$ cat src/rtl/cv32e40p_apu_core_pkg.sv
// APU interface widths shared by the core and the APU/FPU sharing logic.
package cv32e40p_apu_core_pkg;

    parameter int APU_NARGS_CPU    = 3;
    parameter int APU_WOP_CPU      = 6;
    parameter int APU_NDSFLAGS_CPU = 15;
    parameter int APU_NUSFLAGS_CPU = 5;

endpackage

$ cat src/rtl/cv32e40p_apu_id_fifo.sv
// In-flight core-ID FIFO; records which core issued each accepted APU request.
module cv32e40p_apu_id_fifo #(
    parameter int unsigned WIDTH = 2,
    parameter int unsigned DEPTH = 4
) (
    input  logic             clk_i,
    input  logic             rst_ni,
    input  logic             push_i,
    input  logic [WIDTH-1:0] data_i,
    input  logic             pop_i,
    output logic [WIDTH-1:0] data_o,
    output logic             full_o,
    output logic             empty_o
);

    localparam int unsigned PtrW = $clog2(DEPTH);

    // Extra MSB on each pointer distinguishes full from empty.
    logic [PtrW:0]    r_wptr;
    logic [PtrW:0]    r_rptr;
    logic [WIDTH-1:0] r_mem [DEPTH];

    always_ff @(posedge clk_i) begin
        if (!rst_ni) begin
            r_wptr <= '0;
            r_rptr <= '0;
        end else begin
            if (push_i && !full_o) begin
                r_wptr <= r_wptr + (PtrW + 1)'(1);
            end
            if (pop_i && !empty_o) begin
                r_rptr <= r_rptr + (PtrW + 1)'(1);
            end
        end
    end

    always_ff @(posedge clk_i) begin
        if (push_i && !full_o) begin
            r_mem[r_wptr[PtrW-1:0]] <= data_i;
        end
    end

    assign data_o  = r_mem[r_rptr[PtrW-1:0]];
    assign empty_o = (r_wptr == r_rptr);
    assign full_o  = (r_wptr[PtrW] != r_rptr[PtrW]) &&
                     (r_wptr[PtrW-1:0] == r_rptr[PtrW-1:0]);

endmodule

$ cat src/rtl/cv32e40p_apu_arbiter.sv
// Round-robin arbiter sharing one APU/FPU port among several cores, with
// in-order response routing back to the issuing core.
module cv32e40p_apu_arbiter
    import cv32e40p_apu_core_pkg::*;
#(
    parameter int unsigned NUM_CORES       = 4,
    parameter int unsigned MAX_OUTSTANDING = 4
) (
    input  logic                                      clk_i,
    input  logic                                      rst_ni,
    input  logic [NUM_CORES-1:0]                      core_req_i,
    output logic [NUM_CORES-1:0]                      core_gnt_o,
    input  logic [NUM_CORES*APU_NARGS_CPU*32-1:0]     core_operands_i,
    input  logic [NUM_CORES*APU_WOP_CPU-1:0]          core_op_i,
    input  logic [NUM_CORES*3-1:0]                    core_type_i,
    input  logic [NUM_CORES*APU_NDSFLAGS_CPU-1:0]     core_flags_i,
    output logic [NUM_CORES-1:0]                      core_rvalid_o,
    output logic [31:0]                               core_result_o,
    output logic [APU_NUSFLAGS_CPU-1:0]               core_flags_o,
    output logic                                      apu_req_o,
    input  logic                                      apu_gnt_i,
    output logic [APU_NARGS_CPU*32-1:0]               apu_operands_o,
    output logic [APU_WOP_CPU-1:0]                    apu_op_o,
    output logic [2:0]                                apu_type_o,
    output logic [APU_NDSFLAGS_CPU-1:0]               apu_flags_o,
    input  logic                                      apu_rvalid_i,
    input  logic [31:0]                               apu_result_i,
    input  logic [APU_NUSFLAGS_CPU-1:0]               apu_flags_i,
    output logic                                      busy_o,
    output logic                                      err_o
);

    localparam int unsigned IdxW = $clog2(NUM_CORES);
    localparam int unsigned OpsW = APU_NARGS_CPU * 32;

    logic [IdxW-1:0] r_rr_ptr;
    logic            r_err;
    logic [IdxW-1:0] w_sel;
    logic [IdxW-1:0] w_cand;
    logic            w_found;
    logic            w_push;
    logic            w_pop;
    logic            w_full;
    logic            w_empty;
    logic [IdxW-1:0] w_head;

    // First requester at or after the round-robin pointer, wrapping around.
    always_comb begin
        w_sel   = r_rr_ptr;
        w_cand  = '0;
        w_found = 1'b0;
        for (int unsigned i = 0; i < NUM_CORES; i++) begin
            w_cand = IdxW'((32'(r_rr_ptr) + i) % NUM_CORES);
            if (!w_found && core_req_i[w_cand]) begin
                w_found = 1'b1;
                w_sel   = w_cand;
            end
        end
    end

    always_comb begin
        apu_operands_o = '0;
        apu_op_o       = '0;
        apu_type_o     = '0;
        apu_flags_o    = '0;
        for (int unsigned c = 0; c < NUM_CORES; c++) begin
            if (IdxW'(c) == w_sel) begin
                apu_operands_o = core_operands_i[c*OpsW +: OpsW];
                apu_op_o       = core_op_i[c*APU_WOP_CPU +: APU_WOP_CPU];
                apu_type_o     = core_type_i[c*3 +: 3];
                apu_flags_o    = core_flags_i[c*APU_NDSFLAGS_CPU +: APU_NDSFLAGS_CPU];
            end
        end
    end

    // A pop in the same cycle cannot free a slot for issue while full.
    assign apu_req_o = rst_ni & (|core_req_i) & ~w_full;
    assign w_push    = apu_req_o & apu_gnt_i;
    assign w_pop     = rst_ni & apu_rvalid_i & ~w_empty;

    always_comb begin
        core_gnt_o    = '0;
        core_rvalid_o = '0;
        if (w_push) begin
            core_gnt_o[w_sel] = 1'b1;
        end
        if (w_pop) begin
            core_rvalid_o[w_head] = 1'b1;
        end
    end

    always_ff @(posedge clk_i) begin
        if (!rst_ni) begin
            r_rr_ptr <= '0;
            r_err    <= 1'b0;
        end else begin
            if (w_push) begin
                r_rr_ptr <= (w_sel == IdxW'(NUM_CORES - 1)) ? '0 : w_sel + IdxW'(1);
            end
            if (apu_rvalid_i && w_empty) begin
                r_err <= 1'b1;
            end
        end
    end

    cv32e40p_apu_id_fifo #(
        .WIDTH (IdxW),
        .DEPTH (MAX_OUTSTANDING)
    ) u_id_fifo (
        .clk_i   (clk_i),
        .rst_ni  (rst_ni),
        .push_i  (w_push),
        .data_i  (w_sel),
        .pop_i   (w_pop),
        .data_o  (w_head),
        .full_o  (w_full),
        .empty_o (w_empty)
    );

    assign core_result_o = apu_result_i;
    assign core_flags_o  = apu_flags_i;
    assign busy_o        = ~w_empty;
    assign err_o         = r_err;

endmodule
$ cat config.mk
export PLATFORM = sky130hd
export DESIGN_NAME = cv32e40p_apu_arbiter
export DESIGN_NICKNAME = d
export VERILOG_FILES = /design/src/rtl/cv32e40p_apu_core_pkg.sv /design/src/rtl/cv32e40p_apu_id_fifo.sv /design/src/rtl/cv32e40p_apu_arbiter.sv
export SDC_FILE = /design/constraint.sdc
export NUM_CORES = 1
export LEC_CHECK = 0
export CAP_MARGIN = 20
export CELL_PAD_IN_SITES_DETAIL_PLACEMENT = 0
export CELL_PAD_IN_SITES_GLOBAL_PLACEMENT = 1
export CORE_AREA = 2 2 272 274
export DETAILED_ROUTE_END_ITERATION = 10
export DIE_AREA = 0 0 274 276
export PLACE_DENSITY_LB_ADDON = 0.05
export SETUP_SLACK_MARGIN = 0.02
export SYNTH_ARGS = -nofsm -noshare
export SYNTH_HDL_FRONTEND = slang
export SYNTH_SLANG_ARGS = --single-unit
$ cat constraint.sdc
create_clock -name clk_i -period 5 [get_ports clk_i]
set_input_delay 1.25 -clock clk_i [delete_from_list [all_inputs] [get_ports clk_i]]
set_output_delay 1.25 -clock clk_i [all_outputs]
set_load 0.02 [all_outputs]
==> results of run 1 <==
[cell type report]
type | count | share of cell area
clock inverter | 1 | 0.000546
clock buffer | 3 | 0.00546
multi-input combinational | 784 | 0.316
sequential | 19 | 0.0335
tap | 959 | 0.0873
timing repair buffer | 756 | 0.553
inverter | 8 | 0.00237
antenna | 11 | 0.00200
[synthesized netlist by cell type (all sizes together)]
cell | n | area, sq um
o21a | 2 | 15.0
ha | 9 | 113
and3 | 9 | 65.1
xor2 | 3 | 26.3
xnor2 | 4 | 35.0
nand3b | 116 | 871
edfxtp | 8 | 240
nor2 | 1 | 3.75
nand3 | 4 | 20.0
mux4 | 2 | 45.0
nand2b | 1 | 6.26
o31ai | 5 | 37.5
o21ai | 122 | 611
nor3 | 2 | 10.0
o21bai | 1 | 7.51
inv | 8 | 30.0
dfxtp | 11 | 220
o22ai | 1 | 6.26
nand2 | 240 | 901
clkbuf | 72 | 270
nor2b | 7 | 43.8
o311a | 2 | 32.5
nor3b | 2 | 15.0
or4 | 1 | 11.3
buf | 60 | 383
a21oi | 238 | 1190
a221oi | 5 | 43.8
or3 | 1 | 7.51
o311ai | 1 | 8.76
and2 | 4 | 25.0
a21o | 1 | 7.51
[worst reg2reg max path, stage by stage (launching register included)]
cell	delay, ns
dfxtp_1	0.37
nand2b_1	0.20
a21oi_2	0.18
a21oi_4	0.05
o21ai_1	0.27
buf_4	0.22
ha_4	0.20
nand3_1	0.07
o21ai_0	0.07
[final timing paths]
path,from,endpoint,cells after the start
setup / recovery,core_req_i[3],apu_flags_o[11],16
hold / removal,err_o,err_o,2
setup reg to reg,r_rr_ptr[1],r_rr_ptr[1],8
hold reg to reg,err_o,err_o,2
[per-stage QoR]
stage          cells  hold WS, ns
2_1_floorplan    943        0.473
3_3_place_gp    2504        0.477
3_5_place_dp    2504        0.481
4_1_cts         2521        0.498
5_1_grt         2538        0.549
6_report        2541        0.493
[per-layer routing]
| layer | GRT usage | wire length (um) | vias up |
|---|---|---|---|
| met2 | 0.269 | 30300 | 273 |
| li1 | - | - | 4527 |
| met4 | 0.0259 | 502 | 28 |
| met1 | 0.137 | 19500 | 4079 |
| met3 | 0.0453 | 4100 | 44 |
| met5 | 0 | 179 | - |
[power by group through the flow]
stage / Clock (uW) / Combinational [uW] / Sequential (uW)
4_1_cts: 173 / 2920 / 195
5_1_grt: 181 / 3150 / 197
3_3_place_gp: 0 / 2970 / 199
6_report: 168 / 2900 / 195
2_1_floorplan: 0 / 1210 / 196
3_5_place_dp: 0 / 2940 / 198
[logic make-up after synthesis]
logic type               Yosys count  synth area share
multiplexers                       2           0.00849
AO/OA/AOI/OAI                    378             0.370
buffers and inverters            140             0.129
adder cells (fa/ha/maj)            9            0.0212
XOR/XNOR                           7            0.0116
flip-flops                        19            0.0868
AND/OR/NAND/NOR                  388             0.373
[repair_timing]
item / CTS / global route
cloned: 2 / 5
pin swaps: 7 / 11
resized for setup: 202 / 172
setup endpoints to repair: 124 / 105
buffers inserted: 12 / 5
==> results.cfg, run 1 <==
[sta]
fin_ws_ns = 0.141
fmax_ghz = 0.206
final_hold_viol_count = 0
slew_headroom = 0.700
fin_crit_ns = 4.86
tns_ns = 0
setup_violations = 0
finalCritPeriodShare = 0.972
skew_ns = 0.00368
maxSlewViolCount = 0
rsz0062_at_grt = yes
tightestPinTransition_ns = 0.444

[floorplan]
core_area_sq_um = 72600
die-width_um = 274
fp-row-count = 99
io_pins = 693
die-area_sq_um = 75600
initial_utilization = 0.0731
fp.dieH_um = 276

[layout]
syn2layout_area_growth_pct = 159
nNetsFinal = 2106
drive_above_1_share = 0.178
final_common_cell = clkdlybuf4s50_1
register_area_sq_um = 460
mostFrequentLayoutCells = 493 x clkdlybuf4s50_1, 240 x nand2_1, 224 x a21oi_1, 116 x nand3b_1, 111 x buf_4
fin_area_sq_um = 13700
nFillCells = 8347
multiInputGateArea_sq_um = 4340
fin_util = 0.189

[route]
route.detailed.drc = 0
routed_wl_mm = 54.6
num_vias = 8951
routedWlPerCell_um = 21.5
drt_first_iter_violations = 342
vias_per_cell = 3.52
dr.pass1.iters = 4
ant_nets = 0

[critical_path]
slowest_delay_ns = 0.23
ff2ff_setup_slack_ns = 3.26
crit_chain = buf_4, buf_6, o21bai_1, a21oi_1, a221oi_2, buf_4, buf_6, ha_4, clkbuf_16, buf_4, buf_4, nand3b_1, a21oi_1, a21oi_1, o21ai_0, buf_4
crit_path_end_kind = primary output
worstPathRequired_ns = 3.75
path_max_fanout = 7
path_delay_family = buffers and inverters
cp.arrival_ns = 3.61
worstSetupStartpointType = primary input
crit_buf_inv = 8
crit_type = primary input to primary output
slowest_stage = o21ai_0
cp_common_cell = buf_4

[global_routing]
overflow = 0
first_global_vias = 9719
grt_max_degree = 48
grt_pass1_wl_mm = 74.0
globalRouteTotalUtil = 0.136
antenna_found_initial = 23

[clocking]
root_buffer = clkbuf_16
path_clk_slew_ns = 0.06
worst_skew_pair.late_latency_ns = 0.25
h-tree-depth = 1
cts_tree = yes
cts.sinks = 19
cts_hold_buf = 0
cts_buffers = 3
clock_path_buffers = 2

[synth]
avgSynthCellArea_sq_um = 5.62
ys_types = 37
postSynthCellCount = 943
yosysWarnings = 0
synth_area_sq_um = 5300
yosysSeqAreaShare = 0.0868
synth_fp_nets = 1477
ys_ff_latch = 19

[power]
power.total_uw = 3260
switching_share = 0.472
p_sw_uw = 1540
peakVddDrop_v = 0.000148
cellLeakagePower_uw = 0.00499
p_per_area_nw_per_um2 = 237
comb_power_share = 0.889
intPower_uw = 1720
seqPwrFrac = 0.060
p_clk_frac = 0.052

[min_path]
hold_class = register to register

[placement]
postPlaceCellArea_sq_um = 13400
gp_congestion = 0.791
dp_slack_ns = -0.702
port_buffers = 618
hpwl_mm = 46.7

[run_status]
outcome = finished, final reports clean

[job]
maxCapViolCount = 0
Power figures use the tool's default switching activity.
==> run 2: changes to the inputs <==
Settings changed: CORE_AREA 2 2 272 274 to 8 8 262 264, DIE_AREA 0 0 274 276 to 0 0 270 272, HOLD_SLACK_MARGIN set to 0.12.
==> run 2 against run 1 <==
Net effect: worst hold slack gained 0.00067 ns; die area down 2.9%; flip-flop and latch count did not move; utilization up 2.2 points; cell area down 0.50%; critical endpoint is now core_gnt_o[3]; first-iteration DRC count decreased by 15%; clock power is 2% higher; register-to-register slack lost 0.02 ns; count of clock-buffer cells in the layout unchanged; critical path type unchanged; critical path depth fell by 6; combinational power shrank 1%; via count rose by 0.35%.
==> results.cfg, run 2 (synthesis gave the netlist of run 1 again) <==
[run_status]
outcome = finished, final reports clean

[clocking]
worst_skew_pair.late_latency_ns = 0.25
path_clk_slew_ns = 0.06
cts_buffers = 3
h-tree-depth = 1
cts_tree = yes
clock_path_buffers = 2
cts.sinks = 19
root_buffer = clkbuf_16

[layout]
drive_above_1_share = 0.204
nFillCells = 7365
mostFrequentLayoutCells = 494 x clkdlybuf4s50_1, 240 x nand2_1, 211 x a21oi_1, 149 x buf_4, 116 x nand3b_1
nNetsFinal = 2126
syn2layout_area_growth_pct = 158
fin_area_sq_um = 13700
final_common_cell = clkdlybuf4s50_1
fin_util = 0.211

[critical_path]
path_max_fanout = 19
crit_type = primary input to primary output
rr_worst_depth = 8
worstSetupStartpointType = primary input
ff2ff_setup_slack_ns = 3.24
rr_startpoint = r_rr_ptr[1]
crit_path_end_kind = primary output
cp.arrival_ns = 3.55
r2r-end = r_rr_ptr[1]
worstPathRequired_ns = 3.75

[floorplan]
initial_utilization = 0.0818
die-width_um = 270
core_area_sq_um = 64800
die-area_sq_um = 73400
fp-row-count = 94
io_pins = 693
fp.dieH_um = 272

[sta]
fin_ws_ns = 0.201
finalCritPeriodShare = 0.960
maxSlewViolCount = 0
tns_ns = 0
fin_crit_ns = 4.80
setup_violations = 0
tightestPinTransition_ns = 0.433
fmax_ghz = 0.208
rsz0062_at_grt = no
slew_headroom = 0.709
final_hold_viol_count = 0
skew_ns = 0.00104

[route]
wl_met3_mm = 4.16
ant_nets = 0
dr.pass1.iters = 4
routed_wl_mm = 54.3
num_vias = 8982
wl_met1_mm = 19.1
drt_first_iter_violations = 291
routed.top_layer = met5
route.detailed.drc = 0
routedWlPerCell_um = 22.0
vias_per_cell = 3.63
dr_wl_met2_mm = 30.2

[placement]
hpwl_mm = 47.0
gp_congestion = 0.760
postPlaceCellArea_sq_um = 13200
port_buffers = 618
dp_slack_ns = -0.776

[power]
cellLeakagePower_uw = 0.00498
peakVddDrop_v = 0.0000894
p_per_area_nw_per_um2 = 236

[min_path]
min_from = err_o
min_to = err_o
hold_class = register to register
hold_depth = 2

[global_routing]
antenna_found_initial = 27
grt_pass1_wl_mm = 73.9
overflow = 0
first_global_vias = 9701
grt_max_degree = 35
globalRouteTotalUtil = 0.137

[job]
maxCapViolCount = 0
## run 2: cell types whose count changed in the layout (fill, tap and decap cells not counted), moves of 4 or more
| cell | delta |
|---|---|
| buf_12 | -20 |
| buf_2 | +32 |
| buf_16 | +4 |
| o21ai_1 | +7 |
| buf_4 | +38 |
| o21ai_0 | -10 |
| a21oi_2 | +13 |
| a21oi_1 | -13 |
| clkdlybuf4s15_1 | -4 |
| diode_2 | +5 |
| dlygate4sd2_1 | -9 |
| clkdlybuf4s15_2 | +20 |
| clkbuf_2 | -40 |
## run 2: how the worst max path moves through the flow
stage | cells after the start | start | end | slack, ns
final | 10 | core_req_i[0] | core_gnt_o[3] | 0.20
after floorplan | 11 | core_req_i[2] | apu_operands_o[26] | 0.14
after global routing | 14 | core_req_i[0] | apu_operands_o[52] | 0.06
after detailed placement | 13 | core_req_i[3] | apu_operands_o[52] | -0.78
after global placement | 13 | core_req_i[3] | apu_operands_o[52] | -0.79
after CTS | 15 | core_req_i[3] | apu_flags_o[13] | 0.0003
## run 2: area by class of cell
| type | count | area [sq um] | area share |
|---|---|---|---|
| repair buffers | 776 | 7600 | 0.556 |
| multi-input cells | 784 | 4380 | 0.320 |
| well taps | 864 | 1080 | 0.0790 |
| flip-flops and latches | 19 | 460 | 0.0337 |
| clock buffers | 3 | 75.1 | 0.00549 |
| diodes | 16 | 40.0 | 0.00293 |
| inverters | 8 | 30.0 | 0.00220 |
| clock inverters | 1 | 7.51 | 0.000549 |
## run 2: stage by stage
step	hold WS (ns)	power (uW)	instances
6_report	0.494	3230	2471
5_1_grt	0.554	3490	2465
4_1_cts	0.508	3260	2453
3_5_place_dp	0.492	3070	2426
3_3_place_gp	0.477	3100	2426
2_1_floorplan	0.473	1410	943
## run 2: worst max-delay path, stage by stage
cell and delay, ns:
dlygate4sd2_1 0.28, o21bai_1 0.19, a21oi_2 0.09, a221oi_4 0.23, buf_6 0.15, buf_4 0.14
ha_4 0.22, buf_6 0.20, and3_2 0.18, clkdlybuf4s50_1 0.61
## run 2: timing repair
action	4_1_cts	5_1_grt
pin swaps	6	4
resized for setup	450	46
hold buffers	0	0
setup endpoints to repair	124	105
setup buffers	19	0
gates cloned	4	2
## run 2: where the power goes
| group | total (uW) | switching [uW] | leakage [uW] | internal, uW |
|---|---|---|---|---|
| combinational | 2860 | 1450 | 0.00478 | 1400 |
| sequential | 195 | 15.5 | 0.000164 | 180 |
| clock | 172 | 63.7 | 0.0000372 | 108 |
| total | 3230 | 1530 | 0.00498 | 1690 |
## run 2: layer usage
metal | vias up | GRT usage
li1 | 4580 | -
met1 | 4044 | 0.136
met2 | 300 | 0.273
met3 | 42 | 0.0477
met4 | 16 | 0.0245
met5 | - | 0
==> run 3: changes to the inputs <==
Settings changed: PLACE_DENSITY set to 0.55, PLACE_DENSITY_LB_ADDON 0.05 to not set.
==> run 3 against run 2 <==
Net effect: clock skew up 0.0018 ns; global-route usage down 2.2 points; power down 4.7%; setup slack worse by 0.095 ns; via count increased by 0.71%; largest cell class unchanged; highest routed layer unchanged.
==> results.cfg, run 3 (synthesis gave the netlist of run 1 again) <==
[run_status]
outcome = finished, final reports clean

[critical_path]
crit_chain = dlygate4sd2_1, o22ai_2, a221oi_2, buf_4, buf_4, ha_4, buf_12, buf_12, buf_12, buf_4, nand3b_1, a21oi_2, a21oi_1, o21ai_1, buf_4
slowest_delay_ns = 0.28
path_max_fanout = 8
worstPathRequired_ns = 3.75
cp_common_cell = buf_4
worstSetupStartpointType = primary input
cp.arrival_ns = 3.64
crit_path_end_kind = primary output
crit_type = primary input to primary output
slowest_stage = dlygate4sd2_1

[route]
vias_per_cell = 3.74
drt_first_iter_violations = 354
routed_wl_mm = 45.9
routedWlPerCell_um = 18.9
dr.pass1.iters = 4
num_vias = 9046
route.detailed.drc = 0
ant_nets = 0

[global_routing]
first_global_vias = 9842
grt_pass1_wl_mm = 65.3
antenna_found_initial = 2
overflow = 0
grt_max_degree = 36
globalRouteTotalUtil = 0.115

[sta]
fmax_ghz = 0.204
rsz0062_at_grt = yes
fin_ws_ns = 0.107
fin_crit_ns = 4.89
finalCritPeriodShare = 0.979
skew_ns = 0.00285
hold_ws_ns = 0.503
final_hold_viol_count = 0
setup_violations = 0
slew_headroom = 0.701
tightestPinTransition_ns = 0.445
maxSlewViolCount = 0

[clocking]
cts_tree = yes
cts_hold_buf = 0
worst_skew_pair.late_latency_ns = 0.25
clock_path_buffers = 2
cts.sinks = 19
h-tree-depth = 1
root_buffer = clkbuf_16
path_clk_slew_ns = 0.05
cts_buffers = 3

[power]
peakVddDrop_v = 0.000126
cellLeakagePower_uw = 0.00483
p_per_area_nw_per_um2 = 231
power.total_uw = 3080

[floorplan]
die-width_um = 270
fp-row-count = 94
initial_utilization = 0.0818
io_pins = 693
fp.dieH_um = 272
core_area_sq_um = 64800
die-area_sq_um = 73400

[job]
maxCapViolCount = 0

[placement]
gp_congestion = 0.914
postPlaceCellArea_sq_um = 13000
port_buffers = 618
dp_slack_ns = -0.996
hpwl_mm = 37.4

[layout]
drive_above_1_share = 0.172
syn2layout_area_growth_pct = 152
final_common_cell = clkdlybuf4s50_1
mostFrequentLayoutCells = 493 x clkdlybuf4s50_1, 240 x nand2_1, 216 x a21oi_1, 116 x nand3b_1, 96 x o21ai_0
nNetsFinal = 2091
fin_area_sq_um = 13300

[min_path]
hold_class = register to register
==> run 3: per-stage QoR <==
stage,setup TNS [ns],util,std cells
5_1_grt,0,0.206,2420
3_5_place_dp,-76.59,0.201,2394
6_report,0,0.206,2421
4_1_cts,0,0.206,2419
2_1_floorplan,0,-,943
3_3_place_gp,-73.60,0.201,2394
==> run 3: worst paths after layout <==
check	start	to	slack, ns	cells after the start
max	core_req_i[1]	apu_flags_o[8]	0.11	15
min	err_o	err_o	0.50	2
max reg2reg	r_rr_ptr[1]	r_rr_ptr[1]	3.28	8
min reg2reg	err_o	err_o	0.50	2
==> run 3: what timing repair did <==
| item | 4_1_cts | 5_1_grt |
|---|---|---|
| gates resized for setup | 494 | 50 |
| gates cloned | 6 | 0 |
| buffers inserted | 15 | 1 |
| setup endpoints to repair | 124 | 105 |
| pin swaps | 8 | 2 |
==> run 3: worst max-delay path, delay by kind of cell <==
kind            cells  cell delay, ns
buf+inv             8            1.30
simple gates        1            0.18
compound gates      5            0.73
fa+ha+maj           1            0.17
==> run 3: cell type report <==
class / count / area [sq um]
inverters: 8 / 30.0
flip-flops and latches: 19 / 460
repair buffers: 741 / 7330
well taps: 864 / 1080
clock inverters: 1 / 5.00
clock buffers: 3 / 75.1
fillers: 7299 / 51500
diodes: 1 / 2.50
multi-input cells: 784 / 4360
==> run 3: report_power, final <==
part / switching (uW) / internal, uW
clock network: 52.8 / 107
logic: 1410 / 1310
registers: 14.3 / 180
total: 1470 / 1600
==> run 3: per-layer routing <==
layer,up-vias,part of all wire,GRT usage
met4,2,0.020,0.0215
li1,4485,-,-
met1,4115,0.40,0.132
met5,-,0.00015,0
met2,404,0.50,0.211
met3,40,0.078,0.0343
